File: src/rtl/stopwatch_core.sv
// stopwatch_core: tenths-of-a-second stopwatch with start/stop, lap freeze and clear,
// button-controlled only in timer mode; the count runs in every mode.
module stopwatch_core #(
    parameter int         DIV      = 10,
    parameter logic [1:0] M1_TIMER = 2'd1
) (
    input  logic       clk,
    input  logic       reset,
    input  logic       increase,
    input  logic       set,
    input  logic [1:0] mode1,
    output logic [5:0] min_sw,
    output logic [5:0] sec_sw,
    output logic [3:0] secc_sw,
    output logic       running,
    output logic       wrapped
);
    typedef enum logic [1:0] {IDLE, RUN, LAP, STOP} state_t;
    localparam logic [9:0] PMAX = 10'(DIV - 1);
    state_t     state_q, state_d;
    logic       inc_q, set_q, run_q, run_d, wrap_q, wrap_d;
    logic [9:0] pre_q, pre_d;
    logic [5:0] min_q, min_d, sec_q, sec_d, dmin_q, dmin_d, dsec_q, dsec_d;
    logic [3:0] ten_q, ten_d, dten_q, dten_d;
    logic       timer, inc_e, set_e, act, tick, clear, ten_c, sec_c, min_c;
    always_comb begin
        timer   = mode1 == M1_TIMER;
        inc_e   = increase & ~inc_q & timer;
        set_e   = set & ~set_q & timer & ~inc_e;
        act     = state_q == RUN || state_q == LAP;
        tick    = act && pre_q == PMAX;
        clear   = state_q == STOP && set_e;
        ten_c   = tick && ten_q == 4'd9;
        sec_c   = ten_c && sec_q == 6'd59;
        min_c   = sec_c && min_q == 6'd59;
        state_d = state_q;
        unique case (state_q)
            IDLE: state_d = inc_e ? RUN : IDLE;
            RUN:  state_d = inc_e ? STOP : set_e ? LAP : RUN;
            LAP:  state_d = inc_e ? STOP : set_e ? RUN : LAP;
            STOP: state_d = inc_e ? RUN : set_e ? IDLE : STOP;
        endcase
        pre_d  = (clear || state_q == IDLE || tick) ? 10'd0 : act ? pre_q + 10'd1 : pre_q;
        ten_d  = clear ? 4'd0 : tick ? (ten_c ? 4'd0 : ten_q + 4'd1) : ten_q;
        sec_d  = clear ? 6'd0 : ten_c ? (sec_c ? 6'd0 : sec_q + 6'd1) : sec_q;
        min_d  = clear ? 6'd0 : sec_c ? (min_c ? 6'd0 : min_q + 6'd1) : min_q;
        wrap_d = clear ? 1'b0 : wrap_q | min_c;
        run_d  = state_d == RUN || state_d == LAP;
        // In LAP the display holds; entering LAP it still samples the pre-tick count.
        dmin_d = state_q == LAP ? dmin_q : min_q;
        dsec_d = state_q == LAP ? dsec_q : sec_q;
        dten_d = state_q == LAP ? dten_q : ten_q;
    end
    always_ff @(posedge clk) begin
        if (reset) begin
            state_q <= IDLE;
            inc_q   <= increase;
            set_q   <= set;
            pre_q   <= '0;
            min_q   <= '0;
            sec_q   <= '0;
            ten_q   <= '0;
            dmin_q  <= '0;
            dsec_q  <= '0;
            dten_q  <= '0;
            wrap_q  <= 1'b0;
            run_q   <= 1'b0;
        end else begin
            state_q <= state_d;
            inc_q   <= increase;
            set_q   <= set;
            pre_q   <= pre_d;
            min_q   <= min_d;
            sec_q   <= sec_d;
            ten_q   <= ten_d;
            dmin_q  <= dmin_d;
            dsec_q  <= dsec_d;
            dten_q  <= dten_d;
            wrap_q  <= wrap_d;
            run_q   <= run_d;
        end
    end
    assign min_sw  = dmin_q;
    assign sec_sw  = dsec_q;
    assign secc_sw = dten_q;
    assign running = run_q;
    assign wrapped = wrap_q;
endmodule

File: config.mk
export PLATFORM = sky130hd
export DESIGN_NAME = stopwatch_core
export DESIGN_NICKNAME = d
export VERILOG_FILES = /design/src/rtl/stopwatch_core.sv
export SDC_FILE = /design/constraint.sdc
export NUM_CORES = 1
export LEC_CHECK = 0
export ABC_AREA = 1
export ABC_CLOCK_PERIOD_IN_PS = 2580
export BUFFER_PORTS_ARGS = -buffer_cell sky130_fd_sc_hd__buf_2
export CAP_MARGIN = 25
export CORE_UTILIZATION = 53
export DETAILED_ROUTE_END_ITERATION = 8
export PLACE_DENSITY = 0.73
export SKIP_CTS_REPAIR_TIMING = 1
export SLEW_MARGIN = 20
export SYNTH_ARGS = -nofsm -noshare
export SYNTH_HDL_FRONTEND = slang
export SYNTH_SLANG_ARGS = --single-unit
File: constraint.sdc
create_clock -name clk -period 2.58 [get_ports clk]
set_input_delay 0.258 -clock clk [delete_from_list [all_inputs] [get_ports clk]]
set_output_delay 0.258 -clock clk [all_outputs]
set_load 0.02 [all_outputs]
# [Word level (Yosys, flattened, before mapping)]
# Index checks and enable logic that the tools add are counted.
# Widths: inputs -> output; s select.
[totals] output_inout_bits=18 wordCells=58 in_bits=6 register_bits=48
[op_classes] addsub=4 reduce_logical=12 n_eq_ne=10 bitwise_logic=9 n_mux=11
[ops] cell="$add 6x1->6 const B" count=2
[ops] cell="$eq 6x6->1 const B" count=2
[ops] cell="$mux 2" count=6
[ops] cell="$mux 6" count=2
[ops] cell="$add 10x1->10 const B" count=1
[ops] cell="$eq 10x4->1 const B" count=1
[ops] cell="$pmux 2 s4" count=1
[ops] cell="$eq 2x1->1 const B" count=3
[ops] cell="$eq 2x2->1 const B" count=3
[ops] cell="$and 1x1->1" count=5
[ops] cell="$logic_and 1x1->1" count=5
[ops] cell="$add 4x1->4 const B" count=1
[ops] cell="$eq 4x4->1 const B" count=1
[ops] cell="$logic_or 1x1->1" count=4
[ops] cell="$mux 4" count=1
[ops] cell="$reduce_or 2->1" count=2
[ops] cell="$not 1->1" count=3
[ops] cell="$logic_not 2->1" count=1
[ops] cell="$mux 1" count=1
[ops] cell="$or 1x1->1" count=1

# [Depth between registers and ports, before layout]
# Gate-level depths: netlist of run 1.
[depth] depth_word=10 depth_mapped=11

# [Least setup slack after synthesis of run 1]
# OpenSTA, ideal clock, no wires.
[synth_timing] path_kind="register to register" start="register state_q[0]" end="register min_q[1]" setup_time_ps=116 stages_incl_launch_ff=12 required_ps=2464 synth_period_minus_slack_ps=1646 arrival_time_ps=1530 path_slack_ps=934 cell_sequence="dfxtp_1 inv_1 ha_1 inv_2 nor2_2 nand3_2 nor2_4 nand2_4 nor2_4 nand2_2 nand2_4 nor2_1"
[synth_between] elab_chain_cells=7 word_cells_on_any_way=11 cone_classes="3 x eq/ne; 1 x mux; 7 x reduce/logical"
[synth_lines] item="from (decl)" line="20" rtl="state_t state_q, state_d;"
[synth_lines] item="from (signal assigned)" line="69" rtl="state_q <= state_d;"
[synth_lines] item="$eq 2x1->1 or $eq 2x2->1 (tied branches)" line="30" rtl="act = state_q == RUN || state_q == LAP;"
[synth_lines] item="$logic_or 1x1->1 *" line="30"
[synth_lines] item="named net act" line="25" rtl="logic timer, inc_e, set_e, act, tick, clear, ten_c, sec_c, min_c;"
[synth_lines] item="$logic_and 1x1->1 *" line="31" rtl="tick = act && pre_q == PMAX;"
[synth_lines] item="$logic_and 1x1->1 *" line="33" rtl="ten_c = tick && ten_q == 4'd9;"
[synth_lines] item="$logic_and 1x1->1 *" line="34" rtl="sec_c = ten_c && sec_q == 6'd59;"
[synth_lines] item="$logic_and 1x1->1" line="35" rtl="min_c = sec_c && min_q == 6'd59;"
[synth_lines] item="$mux 6" line="46" rtl="min_d = clear ? 6'd0 : sec_c ? (min_c ? 6'd0 : min_q + 6'd1) : min_q;"
[synth_lines] item="to (signal assigned)" line="73" rtl="min_q <= min_d;"
[synth_lines] item="to (decl)" line="23" rtl="logic [5:0] min_q, min_d, sec_q, sec_d, dmin_q, dmin_d, dsec_q, dsec_d;"
# The timed path passes the listed nets; every way through them passes the cells marked *.
# A chain may end at the register's enable or synchronous reset.

# [Worst setup path after layout of run 1]
# Ends and elaborated chain as after synthesis.

==> impl_metrics.tcl, run 1 <==
set metrics [dict create \
    outcome "completed" \
    min_path_type "primary input to flip-flop" \
    coreArea_um2 4090 \
    synth_edf_count 0 \
    power.share.sequential_pct 60.2 \
    dr.pass1.iters 4 \
    gp_congestion 0.851 \
    diodes 0 \
    wirelength_mm 4.31 \
    max-slew-margin-rel_pct 62.0 \
    root_buffer "clkbuf_8" \
    peakVddDrop_mv 0.282 \
    p_switching_mw 0.267 \
    worstMarginPinSlew_ps 564 \
    synth_seq_cells 48 \
    placed_cell_area_um2 2480 \
    cts_tree "built" \
    synth_area_um2 2310 \
    p_int_mw 0.970 \
    synthArstFlopShare_pct 0 \
    critPathBufInv 2 \
    syn-num-nets 331 \
    combPwrFrac_pct 3.1 \
    wl_per_cell_um 11.0 \
    dieWidth_um 68.0 \
    fin_tns_setup_ps 0 \
    final_nets 359 \
    grt.overflow.total 0 \
    ys.flop_type "dfxtp_1" \
    rows 23 \
    netlist_instances 315 \
    yosysTopAreaCellShare_pct 41.7 \
    antenna_left 0 \
    drcViolationCount 0 \
    max_freq_ghz 0.531 \
    clock-sinks 48 \
    synth_common_cells "nand2_1 (56), dfxtp_1 (48), nor2_1 (47), inv_1 (39), a21oi_1 (22)" \
    setup_viol 0 \
    yosys-top-cells-area "dfxtp_1 (42%), nand2_1 (9.1%), nor2_1 (7.7%)" \
    cap_violations 0 \
    power_mw 1.24 \
    power_frac_clock_pct 36.7 \
    yosysMostFrequentCell "nand2_1" \
    port_buffers 23 \
    min_period_over_period_pct 73.0 \
    grt_pass1_vias 1706 \
    cts-htree-levels 2 \
    cp.arrival_ps 2080 \
    ff2ff_setup_slack_ps 700 \
    viasPerCell 5.04 \
    path_cells "inv_1 > ha_1 > inv_2 > nor2_2 > nand3_2 > nor3_2 > nand2_2 > o21ai_0 > nor2_1" \
    crit_slowest_cell "ha_1" \
    fin_crit_ps 1880 \
    area_growth_pct 11.5 \
    start_util_pct 56.4 \
    power.density_nw_per_um2 481 \
    dieArea_um2 4620 \
    grt_max_degree 29 \
    yosys_warnings 0 \
    synth_cell_type_count 28 \
    final_area_um2 2570 \
    die_h_um 68.0 \
    critPathMaxFanout 7 \
    antenna_found_initial 0 \
    cpPeakStageDelay_ps 410 \
    critical_path_class "flip-flop to flip-flop" \
    grtUsageTotal_pct 21.4 \
    crit_path_end_kind "flip-flop" \
    drtIter0Drc 78 \
    rsz0062_at_grt "false" \
    skew_ps 12.0 \
    p_leak_nw 1.13 \
    required_ps 2780 \
    clkTransAtPathRegs_ps 90 \
    ctsLongestPathBuffers 2 \
    dp_hpwl_mm 3.26 \
    clock_latency_ps 300 \
    yosysTopAreaCell "dfxtp_1" \
    cts_made_buffers 5 \
    drv_slew 0 \
    drive_above_1_share_pct 15.2 \
    grt_pass1_wl_mm 7.54 \
    avgSynthCellArea_um2 7.32 \
    p_sw_share_pct 21.6 \
    startpoint_type "flip-flop" \
    io_pins 24 \
    hold_violations 0 \
    vias 1981 \
    critPathTopFamily "simple AND/OR/NAND/NOR gates" \
    seq_area_frac_synth_pct 41.7 \
]
==> power by group through the flow <==
stage | Clock, mW | Sequential, mW | Combinational (mW)
6_report | 0.454 | 0.744 | 0.0385
5_1_grt | 0.501 | 0.745 | 0.0445
4_1_cts | 0.472 | 0.744 | 0.0388
3_5_place_dp | 0 | 0.762 | 0.0387
3_3_place_gp | 0 | 0.762 | 0.0386
2_1_floorplan | 0 | 0.762 | 0.0260
==> worst register-to-register path, cell delays in order, from the launching register on <==
cell	delay [ps]
dfxtp_1	370
inv_1	80
ha_1	410
inv_2	80
nor2_2	90
nand3_2	100
nor3_2	310
nand2_2	130
o21ai_0	170
nor2_1	50
==> area by class of cell <==
cell class	count	area, um2
well taps	50	62.6
repair buffers	24	123
fillers	396	1520
flip-flops and latches	48	961
clock inverters	1	8.76
multi-input cells	220	1170
clock buffers	6	82.6
inverters	44	165
==> final timing paths <==
check,start,end,cells past startpoint
setup / recovery,state_q[0]$_SDFF_PP0_,min_q[1]$_SDFFE_PP0N_,9
setup reg to reg,state_q[0]$_SDFF_PP0_,min_q[1]$_SDFFE_PP0N_,9
hold / removal,set,set_q$_DFF_P_,1
hold reg to reg,wrapped$_SDFF_PP0_,wrapped$_SDFF_PP0_,2
==> per-layer routing <==
| layer | global-route usage (%) | wire [um] |
|---|---|---|
| met5 | 0 | 0 |
| met4 | 6.25 | 53 |
| met3 | 5.50 | 103 |
| met2 | 33.2 | 1910 |
| met1 | 29.1 | 2230 |
==> per-stage QoR <==
step	worst slack [ps]	instances	utilization [%]	hold WS (ps)
after floorplan	934	315	-	286
after global placement	754	386	60.7	376
after detailed placement	704	386	60.7	379
after CTS	693	393	62.9	62.5
after global routing	536	393	62.9	53.5
final	697	393	62.9	70.3
==> state kept, by name, summed over array words and instances (netlist names), 2 cells and up <==
name / count
pre_q: 10
min_q: 6
min_sw: 6
sec_q: 6
sec_sw: 6
secc_sw: 4
ten_q: 4
state_q: 2
==> cells in the final DEF (no fill, tap or decap) <==
cell type   n
nand3_1    17
nor3_2      1
nor2_4      3
nand2_2     2
nor4_1      1
nand4_1    13
nand3b_1    2
dfxtp_1    48
inv_2       4
a211oi_1    1
or2_0       1
nand2_1    56
inv_1      39
buf_2      23
clkbuf_8    6
nor2_1     47
o21ai_0    21
a21oi_1    22
or2_2       2
nand3_2     2
a21oi_2     1
ha_1       10
nor3b_1     2
clkinv_1    1
nand2_4     2
buf_4       1
xor2_1      8
nor2_2      4
nor3_1      2
clkinv_4    1
==> logic make-up after synthesis <==
family,Yosys count,share of synthesized area (%)
flops,48,41.7
simple gates,157,32.2
xor+xnor,8,3.04
buf+inv,47,7.65
fa+ha+maj,10,5.43
compound gates,45,10.0
No activity file was read; power rests on OpenSTA's default activity.
==> inputs of run 2 (changes only) <==
- ABC_CLOCK_PERIOD_IN_PS: 2580 -> 1700
- CORE_UTILIZATION: 53 -> 52
- PLACE_DENSITY: 0.73 -> 0.75
- clock period: 2.58 -> 1.7 ns (I/O delays scaled with it)
==> run 2 against run 1 <==
Non-clock buffer count rose by 24. Power is 67% higher. Sequential power increased by 52%. Setup slack got worse by 690 ps. Register-to-register slack got worse by 690 ps. Core utilization rose by 6.5 points. Die area increased by 1.9%. Sequential share of layout area down 3.7 points.
==> impl_metrics.tcl, run 2 (synthesis results as in run 1) <==
set metrics [dict create \
    largest_register "pre_q" \
    hold_violations 0 \
    clock_latency_ps 310 \
    crit_slowest_cell "dfxtp_2" \
    peakVddDrop_mv 0.432 \
    min_path_type "primary input to flip-flop" \
    setup_viol 0 \
    outcome "completed" \
    wirelength_mm 5.00 \
    drv_slew 0 \
    grtUsageTotal_pct 22.7 \
    grt.overflow.total 0 \
    fin_crit_ps 1690 \
    final_cells 418 \
    final_area_um2 2860 \
    path_cells "inv_2 > ha_4 > inv_4 > nor2_4 > nand3_4 > nor2_4 > nand2_4 > nor2_4 > nand2_4 > nand2_4 > nor2_2" \
    r2r-start "state_q[0]$_SDFF_PP0_" \
    grt_max_degree 29 \
    cp.arrival_ps 1910 \
    critPathBufInv 2 \
    power.density_nw_per_um2 723 \
    placed_cell_area_um2 2610 \
    coreArea_um2 4120 \
    viasPerCell 5.08 \
    final_common_cell "nand2_1" \
    fin_tns_setup_ps 0 \
    required_ps 1910 \
    antenna_found_initial 0 \
    max_freq_ghz 0.590 \
    port_buffers 23 \
    antenna_left 0 \
    startpoint "state_q[0]$_SDFF_PP0_" \
    num-fill-cells 341 \
    final_nets 383 \
    wl_per_cell_um 12.0 \
    drive_above_1_share_pct 24.2 \
    gp_congestion 0.836 \
    dieArea_um2 4700 \
    cap_violations 0 \
    diodes 0 \
    ctsLongestPathBuffers 2 \
    rsz0062_at_grt "true" \
    min_from "reset" \
    grt_pass1_wl_mm 7.91 \
    start_util_pct 56.0 \
    grt_pass1_vias 1824 \
    crit_path_end_kind "flip-flop" \
    cts_tree "built" \
    fin_util_pct 69.4 \
    final_cell_mix "nand2_1 (56), dfxtp_1 (46), nor2_1 (42)" \
    cts-htree-levels 2 \
    clock-sinks 48 \
    cpPeakStageDelay_ps 350 \
    vias 2123 \
    min_period_over_period_pct 99.7 \
    largest_register_ffs 10 \
    clkTransAtPathRegs_ps 100 \
    critPathTopFamily "simple AND/OR/NAND/NOR gates" \
    finalWorstSetupSlack_ps 5.35 \
    max-slew-margin-rel_pct 61.1 \
    worstMarginPinSlew_ps 578 \
    rows 23 \
    place_inst 403 \
    cts_made_buffers 5 \
    p_leak_nw 1.28 \
    area_growth_pct 23.9 \
    skew_ps 12.9 \
    critical_path_class "flip-flop to flip-flop" \
    critPathMaxFanout 6 \
    io_pins 24 \
    power_mw 2.07 \
    die_h_um 68.6 \
    fin_hold_ws_ps 83.0 \
    drcViolationCount 0 \
    startpoint_type "flip-flop" \
    dp_hpwl_mm 3.52 \
    drtIter0Drc 80 \
    dieWidth_um 68.6 \
    root_buffer "clkbuf_8" \
    pre_cts_ws_ps -50.6 \
    dr.pass1.iters 4 \
]
==> run 2: changes by cell type in the layout (fill, tap and decap cells not counted), moves of 3 or more <==
cell / delta
nor2_2: +3
buf_4: +22
nor2_1: -5
inv_1: -3
==> run 2: worst register-to-register path, stage by stage (launching register included) <==
cell and delay (ps):
dfxtp_2 350, inv_2 50, ha_4 300, inv_4 50
nor2_4 110, nand3_4 100, nor2_4 150, nand2_4 80
nor2_4 140, nand2_4 70, nand2_4 140, nor2_2 50
==> run 2: final cells by class <==
type | count | area [um2] | area share [%]
Clock buffer | 5 | 68.8 | 2.41
Clock inverter | 3 | 46.3 | 1.62
Inverter | 44 | 168 | 5.87
Multi-Input combinational cell | 220 | 1240 | 43.4
Sequential cell | 48 | 963 | 33.7
Tap cell | 50 | 62.6 | 2.19
Timing Repair Buffer | 48 | 308 | 10.8
==> run 2: final timing paths <==
path | to | slack (ps) | depth (start not counted)
worst max-delay path | min_q[0]$_SDFFE_PP0N_ | 5 | 11
worst min-delay path | state_q[1]$_SDFF_PP0_ | 80 | 2
worst min register to register | secc_sw[0]$_SDFFE_PP0N_ | 490 | 2
worst max register to register | min_q[0]$_SDFFE_PP0N_ | 5 | 11
==> run 2: report_power, final <==
part,internal (mW),switching [mW],leakage [nW]
clock,0.443,0.413,0.0548
combinational,0.0336,0.0458,0.840
sequential,1.13,0.00187,0.388
total,1.60,0.461,1.28
==> run 2: layer usage <==
metal / vias up / global-route usage, % / wire length [um]
li1: 1120 / - / -
met1: 955 / 29.0 / 2380
met2: 40 / 38.0 / 2380
met3: 8 / 4.93 / 177
met4: 0 / 7.03 / 72
met5: - / 0 / 0
==> inputs of run 3 (changes only) <==
- CORE_ASPECT_RATIO: not set -> 1.1
- TNS_END_PERCENT: not set -> 1
==> run 3 against run 2 <==
Global-route usage decreased by 0.32 points. Sequential power about the same. Critical path type unchanged. Largest cell class unchanged. Cell count fell by 0.72%. Highest routed layer unchanged. Critical path depth is 2 lower. Fmax is 4.3% higher.
==> impl_metrics.tcl, run 3 (synthesis results as in run 1) <==
set metrics [dict create \
    outcome "completed" \
    fin_util_pct 64.9 \
    power.share.sequential_pct 54.8 \
    cap_violations 0 \
    power_frac_clock_pct 41.5 \
    final_area_um2 2780 \
    cpPeakStageDelay_ps 350 \
    grtUsageTotal_pct 22.4 \
    timing.rr.end "pre_q[6]$_SDFFE_PP0P_" \
    largest_register "pre_q" \
    cts-htree-levels 2 \
    p_int_mw 1.60 \
    crit_slowest_cell "dfxtp_2" \
    startpoint_type "flip-flop" \
    io_pins 24 \
    skew_ps 9.36 \
    critPathTopFamily "simple AND/OR/NAND/NOR gates" \
    cts_tree "built" \
    grt.overflow.total 0 \
    antenna_left 0 \
    final_nets 376 \
    ctsLongestPathBuffers 2 \
    drv_slew 0 \
    critPathBufInv 2 \
    hold_violations 0 \
    path_cells "inv_2 > ha_4 > nand2_1 > nor2_1 > nand3_1 > nand3_2 > inv_1 > nand2_1 > nor2_1" \
    regArea_um2 963 \
    pre_cts_ws_ps -32.6 \
    clkTransAtPathRegs_ps 90 \
    combPwrFrac_pct 3.8 \
    rsz0062_at_grt "true" \
    cp.arrival_ps 1830 \
    coreArea_um2 4290 \
    min_from "reset" \
    crit_path_end_kind "flip-flop" \
    antenna_found_initial 0 \
    wirelength_mm 4.81 \
    p_switching_mw 0.457 \
    gp_congestion 0.802 \
    fin_hold_ws_ps 98.0 \
    wl_per_cell_um 11.6 \
    ff2ff_setup_slack_ps 70 \
    fin_tns_setup_ps 0 \
    multiInputGateArea_um2 1210 \
    dp_hpwl_mm 3.45 \
    critPathMaxFanout 9 \
    die_h_um 71.8 \
    num-fill-cells 357 \
    r2r-start "state_q[1]$_SDFF_PP0_" \
    worstMarginPinSlew_ps 343 \
    max-slew-margin-rel_pct 76.9 \
    min_path_cells 2 \
    hold_end "state_q[0]$_SDFF_PP0_" \
    final_cell_mix "nand2_1 (56), dfxtp_1 (46), nor2_1 (45)" \
    diodes 0 \
    setup_viol 0 \
    dieWidth_um 65.5 \
    area_growth_pct 20.7 \
    ff2ff_path_depth 9 \
    rows 25 \
    port_buffers 23 \
    clock_latency_ps 310 \
    grtUsageMet3_pct 5.41 \
    gr-usage-met2_pct 38.1 \
    finalWorstSetupSlack_ps 74.7 \
    clock-sinks 48 \
    root_buffer "clkbuf_8" \
    min_path_type "primary input to flip-flop" \
    final_common_cell "nand2_1" \
    p_sw_share_pct 22.2 \
    viasPerCell 5.15 \
    power.density_nw_per_um2 741 \
    min_period_over_period_pct 95.6 \
    vias 2137 \
    p_leak_nw 1.24 \
    peakVddDrop_mv 0.446 \
    drcViolationCount 0 \
    max_freq_ghz 0.615 \
    start_util_pct 53.8 \
    fin_crit_ps 1630 \
    critical_path_class "flip-flop to flip-flop" \
    drive_above_1_share_pct 21.6 \
    drtIter0Drc 77 \
    grt_max_degree 29 \
    placed_cell_area_um2 2590 \
    dr.pass1.iters 4 \
    cts_made_buffers 5 \
    required_ps 1900 \
    met1_usage_pct 27.5 \
    grt_pass1_wl_mm 8.24 \
    dieArea_um2 4710 \
    largest_register_ffs 10 \
    grt_pass1_vias 1952 \
    grt_busiest_layer "met2" \
]
-- run 3: cell types whose count changed in the layout (fill, tap and decap cells not counted), sizes merged --
cell / before / now
buf: 46 / 38
clkinvlp: 1 / 3
clkinv: 1 / 0
-- run 3: per-stage QoR --
step           power (mW)  std cells
2_1_floorplan        1.20        315
5_1_grt              2.14        415
4_1_cts              2.07        412
6_report             2.06        415
3_3_place_gp         1.22        404
3_5_place_dp         1.22        404
-- run 3: worst max-delay path by stage --
stage,startpoint,to,cells after the start,slack (ps)
after global routing,state_q[1]$_SDFF_PP0_,min_q[2]$_SDFFE_PP0N_,9,-50
after CTS,state_q[0]$_SDFF_PP0_,sec_sw[3]$_SDFFE_PP0N_,6,-150
after floorplan,state_q[0]$_SDFF_PP0_,min_q[1]$_SDFFE_PP0N_,11,50
after detailed placement,state_q[1]$_SDFF_PP0_,min_q[3]$_SDFFE_PP0N_,9,-30
final,state_q[1]$_SDFF_PP0_,pre_q[6]$_SDFFE_PP0P_,9,70
after global placement,state_q[0]$_SDFF_PP0_,min_q[3]$_SDFFE_PP0N_,9,8
-- run 3: cell type report --
cell class / instances / share of cell area [%]
Multi-Input combinational cell: 220 / 43.5
Sequential cell: 48 / 34.6
Timing Repair Buffer: 40 / 8.90
Inverter: 44 / 6.16
Clock buffer: 5 / 2.47
Tap cell: 54 / 2.43
Clock inverter: 3 / 1.66
Timing Repair inverter: 1 / 0.270
-- run 3: metal layers --
layer	vias up	wire (um)
li1	1109	-
met1	991	2250
met2	30	2330
met3	7	156
met4	0	68
met5	-	0
-- run 3: power groups by stage --
stage / Sequential, mW / Clock [mW] / Combinational, mW
finish: 1.13 / 0.854 / 0.0774
global route: 1.13 / 0.924 / 0.0877
CTS: 1.13 / 0.874 / 0.0708
detailed placement: 1.16 / 0 / 0.0693
global placement: 1.16 / 0 / 0.0685
floorplan: 1.16 / 0 / 0.0394
